==> src/rtl/flash_ctrl_pkg.sv <==
// -----------------------------------------------------------------------------
// flash_ctrl_pkg
//   Shared memory-bus widths for the FSE-bus responders (sram_ctrl, blockram,
//   flash_ctrl). It also holds the helper that builds the program data for one
//   halfword.
// -----------------------------------------------------------------------------
package flash_ctrl_pkg;

    localparam int MEM_ID_W   = 2;
    localparam int MEM_ADDR_W = 30;
    localparam int MEM_DATA_W = 32;
    localparam int MEM_MASK_W = 4;
    localparam int FLASH_D_W  = 16;

    // NOR programming can only clear bits, so an unmasked byte is driven as
    // 0xFF. This leaves that byte of the flash cell unchanged.
    function automatic logic [FLASH_D_W-1:0] prog_half(
        input logic [FLASH_D_W-1:0] data,
        input logic [1:0]           mask
    );
        return {mask[1] ? data[15:8] : 8'hFF,
                mask[0] ? data[7:0]  : 8'hFF};
    endfunction

endpackage

==> src/rtl/flash_ctrl.sv <==
// -----------------------------------------------------------------------------
// flash_ctrl
//   Memory-bus responder for a 16-bit parallel NOR flash. The block accepts one
//   word request at a time. For each word it runs two timed asynchronous flash
//   cycles, high halfword first (big-endian). Read data is returned together
//   with the id of the request.
//
//   Build option: MEM_FLASH_WRITE_EN
//     defined   - writes program the masked halfwords
//                 (WR_SETUP -> WR_PULSE -> WR_HOLD for each halfword).
//     undefined - a write is accepted in one cycle and discarded. we_n is held
//                 at 1 and the pad output enable is held at 0.
//
// Ports
//   clock, rst          system clock; synchronous active-high reset
//   mem_waitrequest     1 = the request is not accepted this cycle
//   mem_id              request id, returned on mem_readdataid
//   mem_address         word address; bits above ADDR_W-2 are ignored
//   mem_read/mem_write  request strobes (a read wins if both are set)
//   mem_writedata/mask  write data and byte enables ([3] = bits 31:24)
//   mem_readdata        read data
//   mem_readdataid      id of mem_readdata; 0 = no data this cycle
//   flash_a             halfword address to the flash
//   flash_d_in/out/oe   data pad in/out and pad output enable
//   flash_cs_n/oe_n/we_n  flash strobes, active low
// -----------------------------------------------------------------------------
module flash_ctrl
    import flash_ctrl_pkg::*;
#(
    parameter int ADDR_W  = 22,
    parameter int WAIT_RD = 3,
    parameter int WAIT_WR = 3
) (
    input  logic                  clock,
    input  logic                  rst,
    output logic                  mem_waitrequest,
    input  logic [MEM_ID_W-1:0]   mem_id,
    input  logic [MEM_ADDR_W-1:0] mem_address,
    input  logic                  mem_read,
    input  logic                  mem_write,
    input  logic [MEM_DATA_W-1:0] mem_writedata,
    input  logic [MEM_MASK_W-1:0] mem_writedatamask,
    output logic [MEM_DATA_W-1:0] mem_readdata,
    output logic [MEM_ID_W-1:0]   mem_readdataid,
    output logic [ADDR_W-1:0]     flash_a,
    input  logic [FLASH_D_W-1:0]  flash_d_in,
    output logic [FLASH_D_W-1:0]  flash_d_out,
    output logic                  flash_d_oe,
    output logic                  flash_cs_n,
    output logic                  flash_oe_n,
    output logic                  flash_we_n
);

    typedef enum logic [2:0] {
        S_IDLE,
        S_RD_HI,
        S_RD_LO,
        S_RESP,
        S_WR_SETUP,
        S_WR_PULSE,
        S_WR_HOLD
    } state_t;

    localparam int WAIT_MAX = (WAIT_RD > WAIT_WR) ? WAIT_RD : WAIT_WR;
    localparam int CNT_W    = $clog2(WAIT_MAX) + 1;
    localparam logic [CNT_W-1:0] RD_LOAD = CNT_W'(WAIT_RD - 1);

    state_t              state;
    logic [CNT_W-1:0]    cnt;
    logic [MEM_ID_W-1:0] id_q;
    logic                accept_rd;

    // The responder is busy in every state except IDLE. It is also busy while
    // reset is asserted.
    assign mem_waitrequest = rst | (state != S_IDLE);
    assign accept_rd       = mem_read & ~mem_waitrequest;

`ifdef MEM_FLASH_WRITE_EN
    localparam logic [CNT_W-1:0] WR_LOAD = CNT_W'(WAIT_WR - 1);

    logic                 accept_wr;
    logic                 lo_pending;
    logic [FLASH_D_W-1:0] lo_data;

    assign accept_wr = mem_write & ~mem_read & ~mem_waitrequest;
`else
    // No write path: the strobe and the pad enable are held inactive.
    assign flash_we_n  = 1'b1;
    assign flash_d_oe  = 1'b0;
    assign flash_d_out = '0;
`endif

    // NOTE: every state register uses non-blocking assignment. All registers
    // then update together on the edge, whatever the order of the statements.
    always_ff @(posedge clock) begin
        if (rst) begin
            state          <= S_IDLE;
            cnt            <= '0;
            id_q           <= '0;
            flash_a        <= '0;
            flash_cs_n     <= 1'b1;
            flash_oe_n     <= 1'b1;
            mem_readdata   <= '0;
            mem_readdataid <= '0;
`ifdef MEM_FLASH_WRITE_EN
            flash_we_n     <= 1'b1;
            flash_d_oe     <= 1'b0;
            flash_d_out    <= '0;
            lo_pending     <= 1'b0;
            lo_data        <= '0;
`endif
        end else begin
            case (state)
                S_IDLE: begin
                    if (accept_rd) begin
                        flash_a    <= {mem_address[ADDR_W-2:0], 1'b0};
                        flash_cs_n <= 1'b0;
                        flash_oe_n <= 1'b0;
                        cnt        <= RD_LOAD;
                        id_q       <= mem_id;
                        state      <= S_RD_HI;
                    end
`ifdef MEM_FLASH_WRITE_EN
                    else if (accept_wr) begin
                        // Program the high half first if it has any enabled
                        // byte. With mask 0000 the block stays in IDLE.
                        lo_data <= prog_half(mem_writedata[15:0], mem_writedatamask[1:0]);
                        if (|mem_writedatamask[3:2]) begin
                            flash_a     <= {mem_address[ADDR_W-2:0], 1'b0};
                            flash_d_out <= prog_half(mem_writedata[31:16], mem_writedatamask[3:2]);
                            lo_pending  <= |mem_writedatamask[1:0];
                            flash_cs_n  <= 1'b0;
                            flash_d_oe  <= 1'b1;
                            state       <= S_WR_SETUP;
                        end else if (|mem_writedatamask[1:0]) begin
                            flash_a     <= {mem_address[ADDR_W-2:0], 1'b1};
                            flash_d_out <= prog_half(mem_writedata[15:0], mem_writedatamask[1:0]);
                            lo_pending  <= 1'b0;
                            flash_cs_n  <= 1'b0;
                            flash_d_oe  <= 1'b1;
                            state       <= S_WR_SETUP;
                        end
                    end
`endif
                end

                // The counter is loaded on entry to each phase and counts down.
                // It never wraps: the phase ends in the cycle the counter is 0.
                S_RD_HI: begin
                    if (cnt == '0) begin
                        mem_readdata[31:16] <= flash_d_in;
                        flash_a[0]          <= 1'b1;
                        cnt                 <= RD_LOAD;
                        state               <= S_RD_LO;
                    end else begin
                        cnt <= cnt - 1'b1;
                    end
                end

                S_RD_LO: begin
                    if (cnt == '0) begin
                        mem_readdata[15:0] <= flash_d_in;
                        flash_cs_n         <= 1'b1;
                        flash_oe_n         <= 1'b1;
                        mem_readdataid     <= id_q;
                        state              <= S_RESP;
                    end else begin
                        cnt <= cnt - 1'b1;
                    end
                end

                S_RESP: begin
                    mem_readdataid <= '0;
                    state          <= S_IDLE;
                end

`ifdef MEM_FLASH_WRITE_EN
                S_WR_SETUP: begin
                    flash_we_n <= 1'b0;
                    cnt        <= WR_LOAD;
                    state      <= S_WR_PULSE;
                end

                S_WR_PULSE: begin
                    if (cnt == '0) begin
                        flash_we_n <= 1'b1;
                        state      <= S_WR_HOLD;
                    end else begin
                        cnt <= cnt - 1'b1;
                    end
                end

                S_WR_HOLD: begin
                    if (lo_pending) begin
                        flash_a[0]  <= 1'b1;
                        flash_d_out <= lo_data;
                        lo_pending  <= 1'b0;
                        state       <= S_WR_SETUP;
                    end else begin
                        flash_cs_n <= 1'b1;
                        flash_d_oe <= 1'b0;
                        state      <= S_IDLE;
                    end
                end
`endif

                default: state <= S_IDLE;
            endcase
        end
    end

endmodule

==> config.mk <==
export PLATFORM = sky130hd
export DESIGN_NAME = flash_ctrl
export DESIGN_NICKNAME = d
export VERILOG_FILES = /design/src/rtl/flash_ctrl_pkg.sv /design/src/rtl/flash_ctrl.sv
export SDC_FILE = /design/constraint.sdc
export NUM_CORES = 1
export LEC_CHECK = 0
export BUFFER_PORTS_ARGS = -buffer_cell sky130_fd_sc_hd__buf_4
export CORE_ASPECT_RATIO = 1.4
export CORE_UTILIZATION = 30
export DETAILED_ROUTE_END_ITERATION = 8
export GPL_TIMING_DRIVEN = 0
export HOLD_SLACK_MARGIN = 0.02
export REMOVE_ABC_BUFFERS = 1
export SETUP_SLACK_MARGIN = 0.05
export SLEW_MARGIN = 0
export SYNTH_ARGS = -nofsm -noshare
export SYNTH_HDL_FRONTEND = slang
export SYNTH_SLANG_ARGS = --single-unit
==> constraint.sdc <==
create_clock -name clock -period 2.05 [get_ports clock]
set_input_delay 0.3075 -clock clock [delete_from_list [all_inputs] [get_ports clock]]
set_output_delay 0.3075 -clock clock [all_outputs]
set_load 0.005 [all_outputs]
# After elaboration in Yosys (flattened, before gate mapping)
# Index checks and enable logic that the tools add are counted.
word_totals:
  ff_bits: 65
  mem_bits_ro: 0
  output_inout_bits: 77
  elab_cells: 50
  in_bits: 88
  latch_bits: 0
  ramBits: 0
  mem_count: 0
classes:
  addsub: 1
  mux: 15
  magnitude_cmp: 0
  n_eq_ne: 7
  shift: 0
  multipliers: 0
  bitwise: 3
  n_reduce_logical: 15
  n_div: 0
op_table:
  columns: ["op", "n"]
  rows:
  - ["$mux W3", 6]
  - ["$pmux W3 S3", 2]
  - ["$reduce_and A3 Y1", 4]
  - ["$ne A2 B2 Y1 const B", 4]
  - ["$reduce_and A2 Y1", 4]
  - ["$eq A3 B2 Y1 const B", 2]
  - ["$logic_not A3 Y1", 2]
  - ["$reduce_bool A2 Y1", 3]
  - ["$reduce_bool A3 Y1", 2]
  - ["$pmux W1 S2", 2]
  - ["$pmux W2 S2", 1]
  - ["$eq A3 B1 Y1 const B", 1]
  - ["$mux W1", 3]
  - ["$sub A3 B1 Y3 const B", 1]
  - ["$mux W2", 1]
  - ["$and A1 B1 Y1", 1]
  - ["$not A1 Y1", 1]
  - ["$or A1 B1 Y1", 1]

# Depth between registers and ports, before layout
logic_depth:
  ltp_word: 6
  depth_mapped: 8
  ltp_nobuf: 6

# Worst setup path after synthesis
# OpenSTA, ideal clock, no wires.
synth_path:
  path_kind: "register to register"
  startpoint: "register state[0]"
  endpoint: "register cnt[2]"
  synth_period_minus_slack_ns: 1.608
  path_stages_with_launch: 9
  t_arrival_ns: 1.534
  slack_ns: 0.442
  path_cell_list: "dfxtp_1 > inv_1 > ha_1 > buf_6 > and3b_1 > buf_6 > a211oi_4 > nand4b_1 > a31oi_1"
synth_via:
  elab_chain_cells: 6
  elab_cells_between_ends: 12
  classes_between: "4 x eq/ne; 1 x mux; 3 x bitwise; 4 x reduce/logical"
synth_rtl:
  columns: ["element", "line_no", "source"]
  rows:
  - ["start: declaration", "flash_ctrl.sv:68", "state_t state;"]
  - ["start signal: assignment", "flash_ctrl.sv:97", "state <= S_IDLE;"]
  - ["start signal: assignment", "flash_ctrl.sv:121", "state <= S_RD_HI;"]
  - ["start signal: assignment", "flash_ctrl.sv:154", "state <= S_RD_LO;"]
  - ["$reduce_bool A3 Y1", "flash_ctrl.sv:75", "assign mem_waitrequest = rst | (state != S_IDLE);"]
  - ["$or A1 B1 Y1", "flash_ctrl.sv:75", null]
  - ["$not A1 Y1", "flash_ctrl.sv:76", "assign accept_rd = mem_read & ~mem_waitrequest;"]
  - ["$and A1 B1 Y1", "flash_ctrl.sv:76", null]
  - ["$ne A2 B2 Y1 (no line)", null, null]
  - ["$reduce_and A3 Y1 (no line)", null, null]
  - ["end signal: assignment", "flash_ctrl.sv:156", "cnt <= cnt - 1'b1;"]
  - ["end signal: assignment", "flash_ctrl.sv:168", "cnt <= cnt - 1'b1;"]
  - ["end: declaration", "flash_ctrl.sv:69", "logic [CNT_W-1:0] cnt;"]
# Parallel ways exist; a longest one is shown, timed or not.
# A chain may end at the register's enable or synchronous reset.

# Final worst setup path
# Ends and elaborated chain as after synthesis.

==> results.ini <==
[yosys]
synth_seq_cells = 64
syn_area_um2 = 2640
yosys_warnings = 0
avgSynthCellArea_um2 = 8.10
ys.flop_type = dfxtp_1
ys_types = 29
syn_inst = 326
synth_seq_area_share = 0.485
synth_edf_count = 0
synthArstFlopShare = 0

[drt]
via_count = 2392
drt-pass1-iter-count = 4
drt_iter0_markers = 77
wire_per_inst_um = 11.8
wl_mm = 6.25
viasPerCell = 4.53
route.detailed.drc = 0
ant_nets = 0

[place]
routabilityCongestion = 0.794
dp.cells = 510
pre_cts_ws_ps = -246
place_area_um2 = 3350
place.detailed.hpwl_mm = 4.11
portBuffers = 100

[power]
power.density_nw_per_um2 = 1270
swShare = 0.311
switchingPower_w = 0.00147
cell_internal_pwr_w = 0.00326
pwr-share-seq = 0.351
leakagePower_nw = 1.70
p_comb_frac = 0.307
ir_drop_uv = 685
clock_power_share = 0.342

[clocking]
cts_tree = yes
clock_latency_ps = 320
cts_hold_buf = 0
clk_path_buf_depth = 2
root_buffer = clkbuf_16
clkTransAtPathRegs_ps = 50
clock_sinks = 64
htree_levels = 3
cts_buffers = 9

[cells_and_area]
finalNetCount = 513
multi_input_area_um2 = 1190
syn_to_final_growth_pct = 40.6
fin_area_um2 = 3710
layoutNonFillerInstCount = 528
final_common_cell = nand2_1
drive_above_1_share = 0.288
fin_util = 0.434
antenna-diode-count = 0
ff_latch_area_um2 = 1280
final_cell_mix = nand2_1 (117), buf_4 (100), dfxtp_1 (64)
filler_cell_count = 855

[floorplanning]
die_w_um = 81.3
pin_count = 165
die_h_um = 113
dieArea_um2 = 9190
coreArea_um2 = 8560
start_util = 0.309
rows = 40

[sta]
fmax_mhz = 539
fin_skew_ps = 5.41
maxSlewHeadroom = 0.507
setup_viol = 0
setup_slack_ps = 196
finalHoldViolCount = 0
fin_crit_sh = 0.904
period_minus_slack_ps = 1850
rsz0062_at_grt = false
worst_pin_slew_ps = 739
finalMaxSlewViolations = 0

[outcome]
outcome = finished, final reports clean

[worst_setup_path]
startpoint_type = flop
cp_data_arrival_time_ps = 2100
cp.required_ps = 2300
path_max_fanout = 20
critPathKind = flop to flop
endpoint_kind = flop

[global_route]
grt_remaining_overflow = 0
track_usage = 0.140
grt_pass1_vias = 2285
antenna_found_initial = 0
grt_max_degree = 68
grt_pass1_wl_mm = 9.96

[job]
drv_cap = 0

[min_path]
hp-class = primary input to flop

synth_stat cells, types with 2 or more instances:
cell type,instances,share of area
a21oi_1,38,0.072
nand3b_1,25,0.071
nand2_1,117,0.17
buf_6,2,0.0085
ha_1,7,0.033
clkbuf_1,10,0.014
conb_1,2,0.0028
nor2_1,9,0.013
a22oi_1,2,0.0057
o21ai_0,3,0.0057
nand2b_1,3,0.0071
dfxtp_1,64,0.49
buf_2,5,0.0095
buf_4,20,0.057
inv_1,5,0.0071
registers in the layout (all words and copies together) (netlist names):
signal	cells
flash_oe_n	1
cnt	3
flash_a	22
id_q	2
mem_readdataid	2
mem_readdata	32
state	2
metrics by stage:
stage	hold slack [ps]	power [W]	setup TNS, ps
6_report	167	0.00473	0
5_1_grt	157	0.00505	0
4_1_cts	153	0.00478	0
3_5_place_dp	448	0.00310	-5020
3_3_place_gp	443	0.00307	-14250
2_1_floorplan	377	0.00242	0
metal layers:
metal	up-vias	global-route usage	share of wire
li1	1197	-	-
met1	1079	0.152	0.42
met2	106	0.237	0.48
met3	10	0.0508	0.084
met4	0	0.0643	0.018
met5	-	0	0
power groups by stage:
stage / sequential (W) / clock (W) / combinational, W
2_1_floorplan: 0.00169 / 0 / 0.000731
3_3_place_gp: 0.00168 / 0 / 0.00140
3_5_place_dp: 0.00169 / 0 / 0.00141
4_1_cts: 0.00166 / 0.00167 / 0.00145
5_1_grt: 0.00169 / 0.00172 / 0.00163
6_report: 0.00166 / 0.00162 / 0.00145
worst max-delay path, cell delays in order (launching register included):
cell      delay [ps]
dfxtp_1          400
inv_1             90
ha_1             290
and3b_2          410
a211oi_4         310
nand4b_1         130
a31oi_1          170
cell type report:
type / instances / area share
Multi-Input combinational cell: 237 / 0.321
Clock buffer: 10 / 0.0643
Timing Repair Buffer: 101 / 0.207
Clock inverter: 6 / 0.0222
Tap cell: 105 / 0.0354
Sequential cell: 64 / 0.345
Inverter: 5 / 0.00505
cell families after synthesis:
kind of cell    after synthesis  synth area share
simple gates                162             0.278
flops                        64             0.485
compound gates               48             0.101
buf+inv                      42            0.0962
fa+ha+maj                     7            0.0332
other cells                   2           0.00284
mux                           1           0.00379
what timing repair did:
action                                  in CTS  in global routing
endpoints found under the setup margin      28                 23
buffers inserted                             1                  0
pin swaps                                    1                  1
cloned                                       0                  1
resized for setup                            2                  2
final timing paths:
path / start / end / slack (ps) / cells after the start
max: state[0]$_SDFFE_PP0P_ / cnt[2]$_SDFFE_PP0P_ / 200 / 6
min: mem_address[15] / flash_a[16]$_SDFFE_PP0P_ / 170 / 3
max reg2reg: state[0]$_SDFFE_PP0P_ / cnt[2]$_SDFFE_PP0P_ / 200 / 6
min reg2reg: cnt[1]$_SDFFE_PP0P_ / cnt[1]$_SDFFE_PP0P_ / 450 / 2
Note: power is estimated with default switching activity, not from simulation.
